[config.mk]
export PLATFORM = sky130hd
export DESIGN_NAME = gnrl_iq_boxcar_decim
export DESIGN_NICKNAME = d
export VERILOG_FILES = /design/src/rtl/gnrl_iq_boxcar_decim.sv
export SDC_FILE = /design/constraint.sdc
export NUM_CORES = 1
export LEC_CHECK = 0
export CAP_MARGIN = 20
export CORE_MARGIN = 3
export CORE_UTILIZATION = 55
export DETAILED_ROUTE_END_ITERATION = 8
export PLACE_DENSITY = 0.9
export SETUP_SLACK_MARGIN = 0.2
export SLEW_MARGIN = 20
export SYNTH_ARGS = -nofsm -noshare
export SYNTH_HDL_FRONTEND = slang
export SYNTH_SLANG_ARGS = --single-unit
[constraint.sdc]
create_clock -name CLK -period 8.8 [get_ports CLK]
set_input_delay 0.88 -clock CLK [delete_from_list [all_inputs] [get_ports CLK]]
set_output_delay 0.88 -clock CLK [all_outputs]
set_load 0.02 [all_outputs]
[src/rtl/gnrl_iq_boxcar_decim.sv]
// gnrl_iq_boxcar_decim: boxcar-sums D signed I/Q samples per output with a one-deep
// valid/ready result register; results that arrive while it is still full are dropped.
module gnrl_iq_boxcar_decim #(
    parameter int IN_WIDTH  = 15,
    parameter int ACC_WIDTH = 32,
    parameter int DEC_WIDTH = 16
) (
    input  logic                        CLK,
    input  logic                        RESET,
    input  logic signed [IN_WIDTH-1:0]  data_i,
    input  logic signed [IN_WIDTH-1:0]  data_q,
    input  logic                        conv_en,
    input  logic [DEC_WIDTH-1:0]        dec_factor,
    input  logic                        out_ready,
    input  logic                        clr_ovf,
    output logic signed [ACC_WIDTH-1:0] acc_i,
    output logic signed [ACC_WIDTH-1:0] acc_q,
    output logic                        out_valid,
    output logic                        ovf,
    output logic [15:0]                 out_count,
    output logic                        busy
);
    typedef enum logic {IDLE, ACCUM} state_t;
    state_t state;
    logic signed [ACC_WIDTH-1:0] sum_i, sum_q, nxt_i, nxt_q;
    logic [DEC_WIDTH-1:0] cnt, dec, dec_eff, nxt_cnt;
    logic dump, take;
    // In IDLE the incoming sample starts a fresh block, so the factor and sums come from scratch
    always_comb begin
        dec_eff = state == ACCUM ? dec : (dec_factor == '0 ? DEC_WIDTH'(1) : dec_factor);
        nxt_i   = (state == ACCUM ? sum_i : '0) + ACC_WIDTH'(data_i);
        nxt_q   = (state == ACCUM ? sum_q : '0) + ACC_WIDTH'(data_q);
        nxt_cnt = (state == ACCUM ? cnt : '0) + DEC_WIDTH'(1);
        dump    = conv_en && nxt_cnt == dec_eff;
        take    = dump && (!out_valid || out_ready);
    end
    always_ff @(posedge CLK or posedge RESET) begin
        if (RESET) begin
            state     <= IDLE;
            busy      <= 1'b0;
            dec       <= '0;
            cnt       <= '0;
            sum_i     <= '0;
            sum_q     <= '0;
            acc_i     <= '0;
            acc_q     <= '0;
            out_valid <= 1'b0;
            ovf       <= 1'b0;
            out_count <= '0;
        end else begin
            state <= conv_en ? ACCUM : IDLE;
            busy  <= conv_en;
            if (conv_en && state == IDLE)
                dec <= dec_eff;
            sum_i <= conv_en && !dump ? nxt_i : '0;
            sum_q <= conv_en && !dump ? nxt_q : '0;
            cnt   <= conv_en && !dump ? nxt_cnt : '0;
            if (take) begin
                acc_i     <= nxt_i;
                acc_q     <= nxt_q;
                out_valid <= 1'b1;
                out_count <= out_count + 16'd1;
            end else if (out_ready) begin
                out_valid <= 1'b0;
            end
            ovf <= (dump && !take) || (ovf && !clr_ovf);
        end
    end
endmodule

# Word-level counts from Yosys, hierarchy flattened
# Cells that the tools add are included.
[totals]
reg_bits = 180
latch_bits = 0
ram_bits = 0
romBits = 0
inputBits = 51
output_inout_bits = 83
wordCells = 42
memories = 0
[op_classes]
n_addsub = 4
mul = 0
div = 0
order_cmp = 0
n_eq_ne = 1
n_shift = 0
n_mux = 11
bitwise_logic = 1
n_reduce_logical = 14
[ops]
columns = ["op", "n"]
rows = [
  ["$mux W32", 4],
  ["$add A32 B32 Y32", 2],
  ["$mux W16", 4],
  ["$add A16 B1 Y16 const B", 2],
  ["$eq A16 B16 Y1", 1],
  ["$logic_not A16 Y1", 1],
  ["$logic_and A1 B1 Y1", 6],
  ["$logic_not A1 Y1", 4],
  ["$mux W1", 3],
  ["$logic_or A1 B1 Y1", 2],
  ["$reduce_bool A2 Y1", 1],
  ["$not A1 Y1", 1],
]

# Logic depth before layout (Yosys ltp)
# Gate-level depths: netlist (run 1).
[logic_depth]
ltp_word = 9
depth_mapped = 18
depth_no_buf = 12

# Worst setup path before layout (run 1)
# OpenSTA, ideal clock, no wires.
[synth_path]
kind = "register to register"
from = "reg, netlist name busy"
to = "reg acc_i[10]"
setup_ns = 0.134
arrival_time_ns = 4.377
required_ns = 8.666
setup_slack_ns = 4.289
path_stages_with_launch = 19
path_buffers = 7
synth_period_minus_slack_ns = 4.511
path_cell_list = "dfrtp_1 > clkbuf_1 > clkbuf_1 > clkbuf_1 > clkbuf_1 > clkbuf_1 > and2_1 > ha_1 > and4_1 > nor3b_1 > xnor3_1 > o21ai_0 > o41a_1 > nor4_4 > nand3_2 > buf_6 > clkbuf_1 > nand2_1 > o21ai_0"
[synth_rtl]
columns = ["element", "line", "rtl"]
rows = [
  ["end signal: assignment", "59", "acc_i <= nxt_i;"],
  ["end: declaration", "16", "output logic signed [ACC_WIDTH-1:0] acc_i,"],
]

==> results.sh, run 1 <==
export IMPL_syn_inst=1103
export IMPL_swShare_pct=26.8
export IMPL_power_share_sequential_pct=41.0
export IMPL_grt_overflow_total=0
export IMPL_start_util_pct=57.0
export IMPL_drv_slew=0
export IMPL_instances_no_fill=1463
export IMPL_start_kind="register"
export IMPL_nets=1338
export IMPL_ys_seq_elements=179
export IMPL_max_stage_delay_ns=0.63
export IMPL_min_path_type="reg2reg"
export IMPL_synthFlopType="dfrtp_1"
export IMPL_vias_per_cell=5.83
export IMPL_syn2layout_area_growth_pct=20.9
export IMPL_dr_first_iter_drc_count=632
export IMPL_postRouteAntennaNets=0
export IMPL_busiest_layer="met2"
export IMPL_synth_most_common_cell="dfrtp_1"
export IMPL_arrival_ns=4.59
export IMPL_vias=8530
export IMPL_leakagePower_nw=5.73
export IMPL_port_buffers=133
export IMPL_drt_wl_total_um=25200
export IMPL_routabilityCongestion=0.920
export IMPL_cts_tree="built"
export IMPL_crit_path_start="busy"
export IMPL_postCtsHoldBufs=0
export IMPL_p_clk_share_pct=39.1
export IMPL_finish_instance_area_sq_mm=0.0126
export IMPL_cts_root_buffer="clkbuf_16"
export IMPL_yosys_warnings=0
export IMPL_fin_crit_sh_pct=48.8
export IMPL_ys_async_sr_fraction_pct=100
export IMPL_critPathTopFamily="buffers and inverters"
export IMPL_ctsHtreeMaxLevel=4
export IMPL_met3_usage_pct=4.23
export IMPL_cts_made_buffers=17
export IMPL_multi_input_area_sq_mm=0.00569
export IMPL_antenna_found_initial=0
export IMPL_p_switching_uw=584
export IMPL_grt_first_pass_wirelength_um=42000
export IMPL_yosys_top_cells_count="179 x dfrtp_1, 123 x nand2_1, 97 x nor2_1"
export IMPL_dr_pass1_iters=5
export IMPL_tightest_slew_ns=0.937
export IMPL_fillers=1350
export IMPL_power_density_mw_per_mm2=173
export IMPL_synth_edff_count=0
export IMPL_io_pins=134
export IMPL_place_inst=1431
export IMPL_yosysSeqAreaShare_pct=43.0
export IMPL_path_cells="buf_4 -> and2_1 -> nand2_1 -> or3_1 -> a311oi_1 -> o2111ai_2 -> o41ai_4 -> buf_4 -> inv_2 -> nand2_1 -> nor2_1"
export IMPL_fp_dieW_um=144
export IMPL_outcome="finished, final reports clean"
export IMPL_max_freq_ghz=0.233
export IMPL_clock_sinks=179
export IMPL_path_class="reg2reg"
export IMPL_worstReg2RegStart="busy"
export IMPL_clk_latency_ns=0.43
export IMPL_max_slew_margin_pct=37.3
export IMPL_met2_usage_pct=42.2
export IMPL_drc_errors=0
export IMPL_crit_required_ns=9.09
export IMPL_rsz0062_at_grt="no"
export IMPL_post_cts_resized=0
export IMPL_drive_gt1_share_pct=5.35
export IMPL_die_h_um=144
export IMPL_post_cts_buffers=0
export IMPL_path_clk_slew_ns=0.07
export IMPL_avgSynthCellArea_sq_um=9.44
export IMPL_grtUsageTotal_pct=25.2
export IMPL_fp_coreArea_sq_mm=0.0183
export IMPL_synthTopCellsByArea="dfrtp_1 43%, ha_1 7.7%, xnor2_1 5.0%, nand2_1 4.4%, and2_1 4.4%"
export IMPL_place_hpwl_um=17500
export IMPL_critPathSlowestCell="buf_4"
export IMPL_use_met1_pct=32.6
export IMPL_min_period_ns=4.30
export IMPL_die_area_sq_mm=0.0206
export IMPL_combinationalPowerShare_pct=19.9
export IMPL_place_area_sq_mm=0.0119
export IMPL_skew_ns=0.00896
export IMPL_synth_nets=1220
export IMPL_hold_path_startpoint="acc_i[1]"
export IMPL_synth_area_sq_mm=0.0104
export IMPL_setup_viol=0
export IMPL_ff_latch_area_sq_mm=0.00448
export IMPL_grt_pass1_vias=8729
export IMPL_wl_per_cell_um=17.2
export IMPL_diodes=0
export IMPL_endpoint_kind="register"
export IMPL_power_total_mw=2.18
export IMPL_netlist_top_cell_by_area="dfrtp_1"
export IMPL_rows=49
export IMPL_finalHoldViolations=0
export IMPL_critPathBufInv=3
export IMPL_internal_power_mw=1.60
export IMPL_max_vdd_ir_drop_mv=0.142
export IMPL_fin_tns_setup_ns=0
export IMPL_maxCapViolations=0
export IMPL_cts_max_path_buffers=2
export IMPL_grt_max_degree=125
export IMPL_path_max_fanout=78
export IMPL_synth_top_area_share_pct=43.0
export IMPL_synth_cell_types=60
worst paths after layout:
| check | slack [ns] | to | depth (start not counted) |
|---|---|---|---|
| max | 4.50 | cnt[7] | 11 |
| min | 0.47 | acc_i[1] | 2 |
| max reg2reg | 4.50 | cnt[7] | 11 |
| min reg2reg | 0.47 | acc_i[1] | 2 |
| max in group asynchronous | 6.52 | sum_q[8] | 3 |
| min in group asynchronous | 0.99 | out_count[15] | 2 |
per-stage QoR:
stage / util (%) / hold slack [ns] / worst slack [ns]
6_report: 68.9 / 0.468 / 4.50
3_5_place_dp: 65.3 / 0.458 / 4.25
2_1_floorplan: - / 0.483 / 3.06
3_3_place_gp: 65.3 / 0.452 / 4.35
4_1_cts: 68.9 / 0.471 / 4.47
5_1_grt: 68.9 / 0.489 / 4.13
worst min-delay path: stages, from the launching register on:
cell and delay [ns]:
dfrtp_1 0.34, nand2_1 0.05, nand2_1 0.05
per-layer routing:
layer / part of all wire, % / routed length (um)
met1: 44 / 11000
met2: 48 / 12200
met3: 4.6 / 1170
met4: 3.2 / 806
met5: 0 / 0
state kept, by name, summed over array words and instances (netlist names):
register,flops
sum_q,32
out_count,16
sum_i,32
acc_q,32
ovf,1
out_valid,1
acc_i,32
dec,16
cnt,16
busy,1
power groups by stage:
stage	clock network, mW	logic (mW)	registers (mW)
floorplan	0	0.315	0.904
CTS	0.860	0.432	0.895
finish	0.852	0.434	0.895
global route	0.897	0.482	0.900
detailed placement	0	0.424	0.909
global placement	0	0.410	0.907
kinds of logic after synthesis:
family,share of synthesized area [%]
and+or+nand+nor,19.1
AOI/OAI and AO/OA,16.6
DFF,43.0
xor gates and xnor gates,8.98
buffers and inverters,2.49
adders and majority gates,8.07
muxes,1.72
layout by cell type, fill, tap and decap left out, drive strengths merged, types with 15 or more instances in the layout:
master | Yosys | routed
clkbuf | 35 | 22
clkdlybuf4s50 | 0 | 133
xnor2 | 59 | 59
nor2 | 97 | 97
nand2 | 123 | 123
mux2 | 15 | 15
inv | 27 | 27
dfrtp | 179 | 179
o21ai | 84 | 84
and2 | 73 | 73
nor3 | 23 | 23
ha | 64 | 64
nand3 | 21 | 21
nor4 | 15 | 15
a21oi | 61 | 61
a21o | 40 | 40
xor2 | 40 | 40
final cells by class:
| type | instances | share of cell area (%) |
|---|---|---|
| clock buffers | 22 | 3.61 |
| clock inverters | 10 | 1.62 |
| repair buffers | 138 | 10.9 |
| well taps | 229 | 2.28 |
| inverters | 27 | 0.845 |
| multi-input cells | 858 | 45.1 |
| flip-flops and latches | 179 | 35.6 |
Power figures use the tool's default switching activity.
==> run 2, diff against run 1 <==
Settings changed: CORE_UTILIZATION 55 to 51, PLACE_DENSITY 0.9 to 0.88.
Clock period 8.8 ns to 3.71 ns, I/O delays scaled along.
==> run 2 against run 1 <==
Global-route usage decreased by 2.1 points. Critical path depth shrank 1. Clock-buffer cell count down 1. Largest cell class unchanged. Total power rose by 130%. Fmax is 24% higher. Final area up 3.6%. Critical path type unchanged. Sequential share of layout area fell by 1.2 points. Largest power group unchanged. Hold slack improved by 0.0040 ns. Die area increased by 7.5%. Worst setup slack lost 4.3 ns. Combinational power is 150% higher.
==> results.sh, run 2 (synthesized netlist as in run 1, its figures left out) <==
export IMPL_max_vdd_ir_drop_mv=0.313
export IMPL_die_h_um=149
export IMPL_rows=51
export IMPL_mostFrequentLayoutCells="178 x dfrtp_1, 133 x clkdlybuf4s50_1, 122 x nand2_1"
export IMPL_grtUsageTotal_pct=23.1
export IMPL_routed_top_layer="met4"
export IMPL_drc_errors=0
export IMPL_antenna_found_initial=0
export IMPL_skew_ns=0.0131
export IMPL_crit_required_ns=4.07
export IMPL_fp_dieW_um=149
export IMPL_whs_ns=0.472
export IMPL_cts_tree="built"
export IMPL_worstReg2RegStart="busy"
export IMPL_drt_wl_total_um=26900
export IMPL_grt_overflow_total=0
export IMPL_path_max_fanout=7
export IMPL_min_path_type="reg2reg"
export IMPL_max_slew_margin_pct=34.8
export IMPL_power_density_mw_per_mm2=383
export IMPL_cts_made_buffers=17
export IMPL_clock_sinks=179
export IMPL_vias_per_cell=5.76
export IMPL_postCtsHoldBufs=0
export IMPL_fillers=1509
export IMPL_wl_met2_um=13100
export IMPL_syn2layout_area_growth_pct=25.3
export IMPL_r2r_setup_slack_ns=0.24
export IMPL_final_common_cell="dfrtp_1"
export IMPL_min_period_ns=3.47
export IMPL_cts_max_path_buffers=2
export IMPL_vias=8812
export IMPL_dr_first_iter_drc_count=689
export IMPL_start_kind="register"
export IMPL_io_pins=134
export IMPL_postRouteAntennaNets=0
export IMPL_drive_gt1_share_pct=9.97
export IMPL_finish_instance_area_sq_mm=0.0130
export IMPL_drv_slew=0
export IMPL_drt_met1_wl_um=11600
export IMPL_timing_rr_end="out_count[15]"
export IMPL_leakagePower_nw=5.91
export IMPL_maxCapViolations=0
export IMPL_nets=1370
export IMPL_routabilityCongestion=0.923
export IMPL_fin_crit_sh_pct=93.4
export IMPL_finalHoldViolations=0
export IMPL_crit_path_start="busy"
export IMPL_port_buffers=133
export IMPL_ctsHtreeMaxLevel=4
export IMPL_place_hpwl_um=17800
export IMPL_rsz0062_at_grt="yes"
export IMPL_outcome="finished, final reports clean"
export IMPL_clk_latency_ns=0.43
export IMPL_setup_viol=0
export IMPL_wl_per_cell_um=17.6
export IMPL_tightest_slew_ns=0.979
export IMPL_fin_util_pct=65.9
export IMPL_place_area_sq_mm=0.0122
export IMPL_path_clk_slew_ns=0.06
export IMPL_grt_pass1_vias=8671
export IMPL_cts_root_buffer="clkbuf_16"
export IMPL_reg2regPathDepth=10
export IMPL_endpoint_kind="register"
export IMPL_grt_first_pass_wirelength_um=42000
export IMPL_wl_met3_um=1500
export IMPL_dr_pass1_iters=6
export IMPL_max_freq_ghz=0.288
export IMPL_path_class="reg2reg"
export IMPL_setup_worst_path_end="out_count[15]"
export IMPL_power_total_mw=5.00
export IMPL_fp_coreArea_sq_mm=0.0198
export IMPL_diodes=0
export IMPL_fin_tns_setup_ns=0
export IMPL_start_util_pct=52.6
export IMPL_grt_max_degree=180
export IMPL_die_area_sq_mm=0.0222
export IMPL_arrival_ns=3.82
-- run 2: cell count changes in the layout (fill, tap and decap cells not counted), moves of 3 or more --
cell,previous run,this run
a211oi_1,7,4
a211oi_2,0,3
buf_12,0,3
buf_4,3,30
bufinv_16,6,2
clkbuf_1,4,1
clkinvlp_4,0,4
-- run 2: repair_timing --
action	4_1_cts	5_1_grt
gates cloned	0	2
resized for setup	0	27
buffers inserted	0	15
endpoints found under the hold margin	0	0
setup endpoints to repair	1	93
pin swaps	0	8
-- run 2: power by group --
group / switching [mW] / total (mW) / leakage [nW] / internal [mW]
logic: 0.614 / 1.08 / 3.26 / 0.470
registers: 0.0479 / 2.12 / 2.37 / 2.08
clock network: 0.757 / 1.79 / 0.277 / 1.04
-- run 2: cell type report --
cell class                      count  area, sq um  area share, %
Multi-Input combinational cell    858         5850           44.9
Clock inverter                      9          106          0.815
Clock buffer                       21          470           3.61
Tap cell                          265          332           2.54
Inverter                           27          105          0.806
Sequential cell                   179         4480           34.3
Timing Repair Buffer              170         1700           13.0
-- run 2: worst max-delay path: stages (launching register included) --
cell and delay [ns]:
dfrtp_2 0.48, buf_4 0.16, nand4_1 0.16, or3_4 0.40, or4_4 0.51, a211o_1 0.33, a211o_1 0.31, nor4_4 0.38
nand3_2 0.20, nor4_2 0.31, xor2_1 0.16
-- run 2: metal layers --
layer / global-route usage, % / vias to the layer above
met2: 38.2 / 286
met5: 0 / -
met1: 30.7 / 4308
met3: 4.31 / 47
li1: - / 4171
met4: 8.10 / 0
-- run 2: how the worst min path moves through the flow --
stage / endpoint / startpoint / depth (start not counted)
finish: acc_i[1] / acc_i[1] / 2
global placement: acc_i[0] / acc_i[0] / 2
detailed placement: acc_i[1] / acc_i[1] / 2
floorplan: busy / conv_en / 0
CTS: acc_i[1] / acc_i[1] / 2
global route: acc_i[1] / acc_i[1] / 2
-- run 2: through the flow --
| step | std cells | setup WS (ns) |
|---|---|---|
| 6_report | 1529 | 0.243 |
| 4_1_cts | 1512 | 0.198 |
| 5_1_grt | 1529 | 0.108 |
| 2_1_floorplan | 1103 | 0.113 |
| 3_5_place_dp | 1482 | 0.172 |
| 3_3_place_gp | 1482 | 0.199 |
==> run 3, diff against run 2 <==
Settings changed: CORE_MARGIN 3 to 2.
==> run 3 against run 2 <==
Final area rose by 0.94%. Flip-flop and latch count unchanged. Hold slack better by 0.0052 ns. Largest cell class unchanged. Largest power group unchanged.
==> results.sh, run 3 (synthesized netlist as in run 1, its figures left out) <==
export IMPL_clk_latency_ns=0.43
export IMPL_max_stage_delay_ns=0.47
export IMPL_cts_root_buffer="clkbuf_16"
export IMPL_path_max_fanout=6
export IMPL_arrival_ns=3.77
export IMPL_drv_slew=0
export IMPL_drt_wl_total_um=25400
export IMPL_die_area_sq_mm=0.0216
export IMPL_max_freq_ghz=0.289
export IMPL_finalHoldViolations=0
export IMPL_fin_crit_sh_pct=93.4
export IMPL_leakagePower_nw=5.96
export IMPL_syn2layout_area_growth_pct=26.4
export IMPL_postRouteAntennaNets=0
export IMPL_grt_max_degree=91
export IMPL_final_common_cell="dfrtp_1"
export IMPL_place_hpwl_um=17800
export IMPL_max_slew_margin_pct=36.4
export IMPL_min_path_type="reg2reg"
export IMPL_dr_pass1_iters=6
export IMPL_start_util_pct=51.8
export IMPL_vias_per_cell=5.64
export IMPL_routabilityCongestion=0.941
export IMPL_fp_coreArea_sq_mm=0.0201
export IMPL_mostFrequentLayoutCells="174 x dfrtp_1, 133 x clkdlybuf4s50_1, 121 x nand2_1"
export IMPL_rsz0062_at_grt="yes"
export IMPL_nets=1375
export IMPL_critPathSlowestCell="a2111o_1"
export IMPL_antenna_found_initial=0
export IMPL_vias=8688
export IMPL_cts_tree="built"
export IMPL_rows=52
export IMPL_maxCapViolations=0
export IMPL_drc_errors=0
export IMPL_outcome="finished, final reports clean"
export IMPL_fp_dieW_um=147
export IMPL_grt_overflow_total=0
export IMPL_skew_ns=0.0102
export IMPL_drive_gt1_share_pct=11.4
export IMPL_port_buffers=133
export IMPL_grt_pass1_vias=8466
export IMPL_crit_required_ns=4.01
export IMPL_diodes=0
export IMPL_fin_tns_setup_ns=0
export IMPL_power_density_mw_per_mm2=379
export IMPL_endpoint_kind="register"
export IMPL_postCtsHoldBufs=0
export IMPL_die_h_um=147
export IMPL_cts_made_buffers=17
export IMPL_cts_max_path_buffers=2
export IMPL_path_cells="buf_4 -> and2_1 -> ha_2 -> fa_2 -> a21oi_2 -> o211ai_1 -> a2111o_1 -> a31o_2 -> o21a_1 -> o41ai_4 -> o21ai_2 -> xnor2_1 -> o21ai_1"
export IMPL_wl_per_cell_um=16.5
export IMPL_io_pins=134
export IMPL_path_class="reg2reg"
export IMPL_dr_first_iter_drc_count=440
export IMPL_place_area_sq_mm=0.0122
export IMPL_ctsHtreeMaxLevel=4
export IMPL_path_clk_slew_ns=0.07
export IMPL_grt_first_pass_wirelength_um=41300
export IMPL_setup_viol=0
export IMPL_max_vdd_ir_drop_mv=0.333
export IMPL_tightest_slew_ns=0.952
export IMPL_grtUsageTotal_pct=23.5
export IMPL_start_kind="register"
export IMPL_min_period_ns=3.47
export IMPL_finish_instance_area_sq_mm=0.0132
export IMPL_clock_sinks=179
run 3: changes by cell type in the layout (fill, tap and decap cells not counted), sizes merged:
cell	delta
buf	+8
bufinv	-1
clkbuf	-2
clkinv	+1
clkinvlp	-2
inv	+3
run 3: metal layers:
metal	GRT usage, %	vias up	wire, um
li1	-	4184	-
met1	30.5	4225	10800
met2	40.2	240	12700
met3	4.84	39	1480
met4	6.63	0	495
met5	0	-	0
run 3: worst max-delay path: cells and delay by family, from the launching register on:
kind / cells / cell delay [ns]
and+or+nand+nor: 1 / 0.14
AOI/OAI and AO/OA: 8 / 1.81
DFF: 1 / 0.46
adders and majority gates: 2 / 0.57
buffers and inverters: 1 / 0.17
xor gates and xnor gates: 1 / 0.21
run 3: where the power goes:
| part | total (mW) | switching [mW] | internal (mW) |
|---|---|---|---|
| logic | 1.11 | 0.619 | 0.487 |
| clock network | 1.77 | 0.778 | 0.987 |
| registers | 2.12 | 0.0438 | 2.07 |
| total | 4.99 | 1.44 | 3.55 |
run 3: final timing paths:
check / endpoint / slack (ns) / cells past startpoint / from
max: acc_q[28] / 0.24 / 13 / busy
max in group asynchronous: sum_q[30] / 2.42 / 3 / RESET
min in group asynchronous: ovf / 0.50 / 2 / RESET
min: acc_i[3] / 0.48 / 2 / acc_i[3]
min reg2reg: acc_i[3] / 0.48 / 2 / acc_i[3]
max reg2reg: acc_q[28] / 0.24 / 13 / busy
run 3: metrics by stage:
step                      power (mW)  util (%)  std cells  hold WS, ns  worst slack, ns
final                           4.99      65.5       1541        0.478            0.245
after global routing            5.21      65.5       1541        0.516            0.138
after CTS                       4.95      64.0       1528        0.478            0.227
after detailed placement        3.18      60.8       1489        0.463           0.0534
after global placement          3.15      60.8       1489        0.455            0.214
after floorplan                 2.91         -       1103        0.402            0.113
run 3: area by class of cell:
class | instances | area [sq um]
timing repair buffer | 175 | 1710
fill | 1531 | 6940
clock buffer | 22 | 474
sequential | 179 | 4490
clock inverter | 10 | 98.8
tap | 270 | 338
multi-input combinational | 858 | 5960
inverter | 27 | 105
run 3: what timing repair did:
action,in CTS,in global routing
buffers inserted,7,13
setup endpoints to repair,11,31
pin swaps,2,22
gates resized for setup,5,43
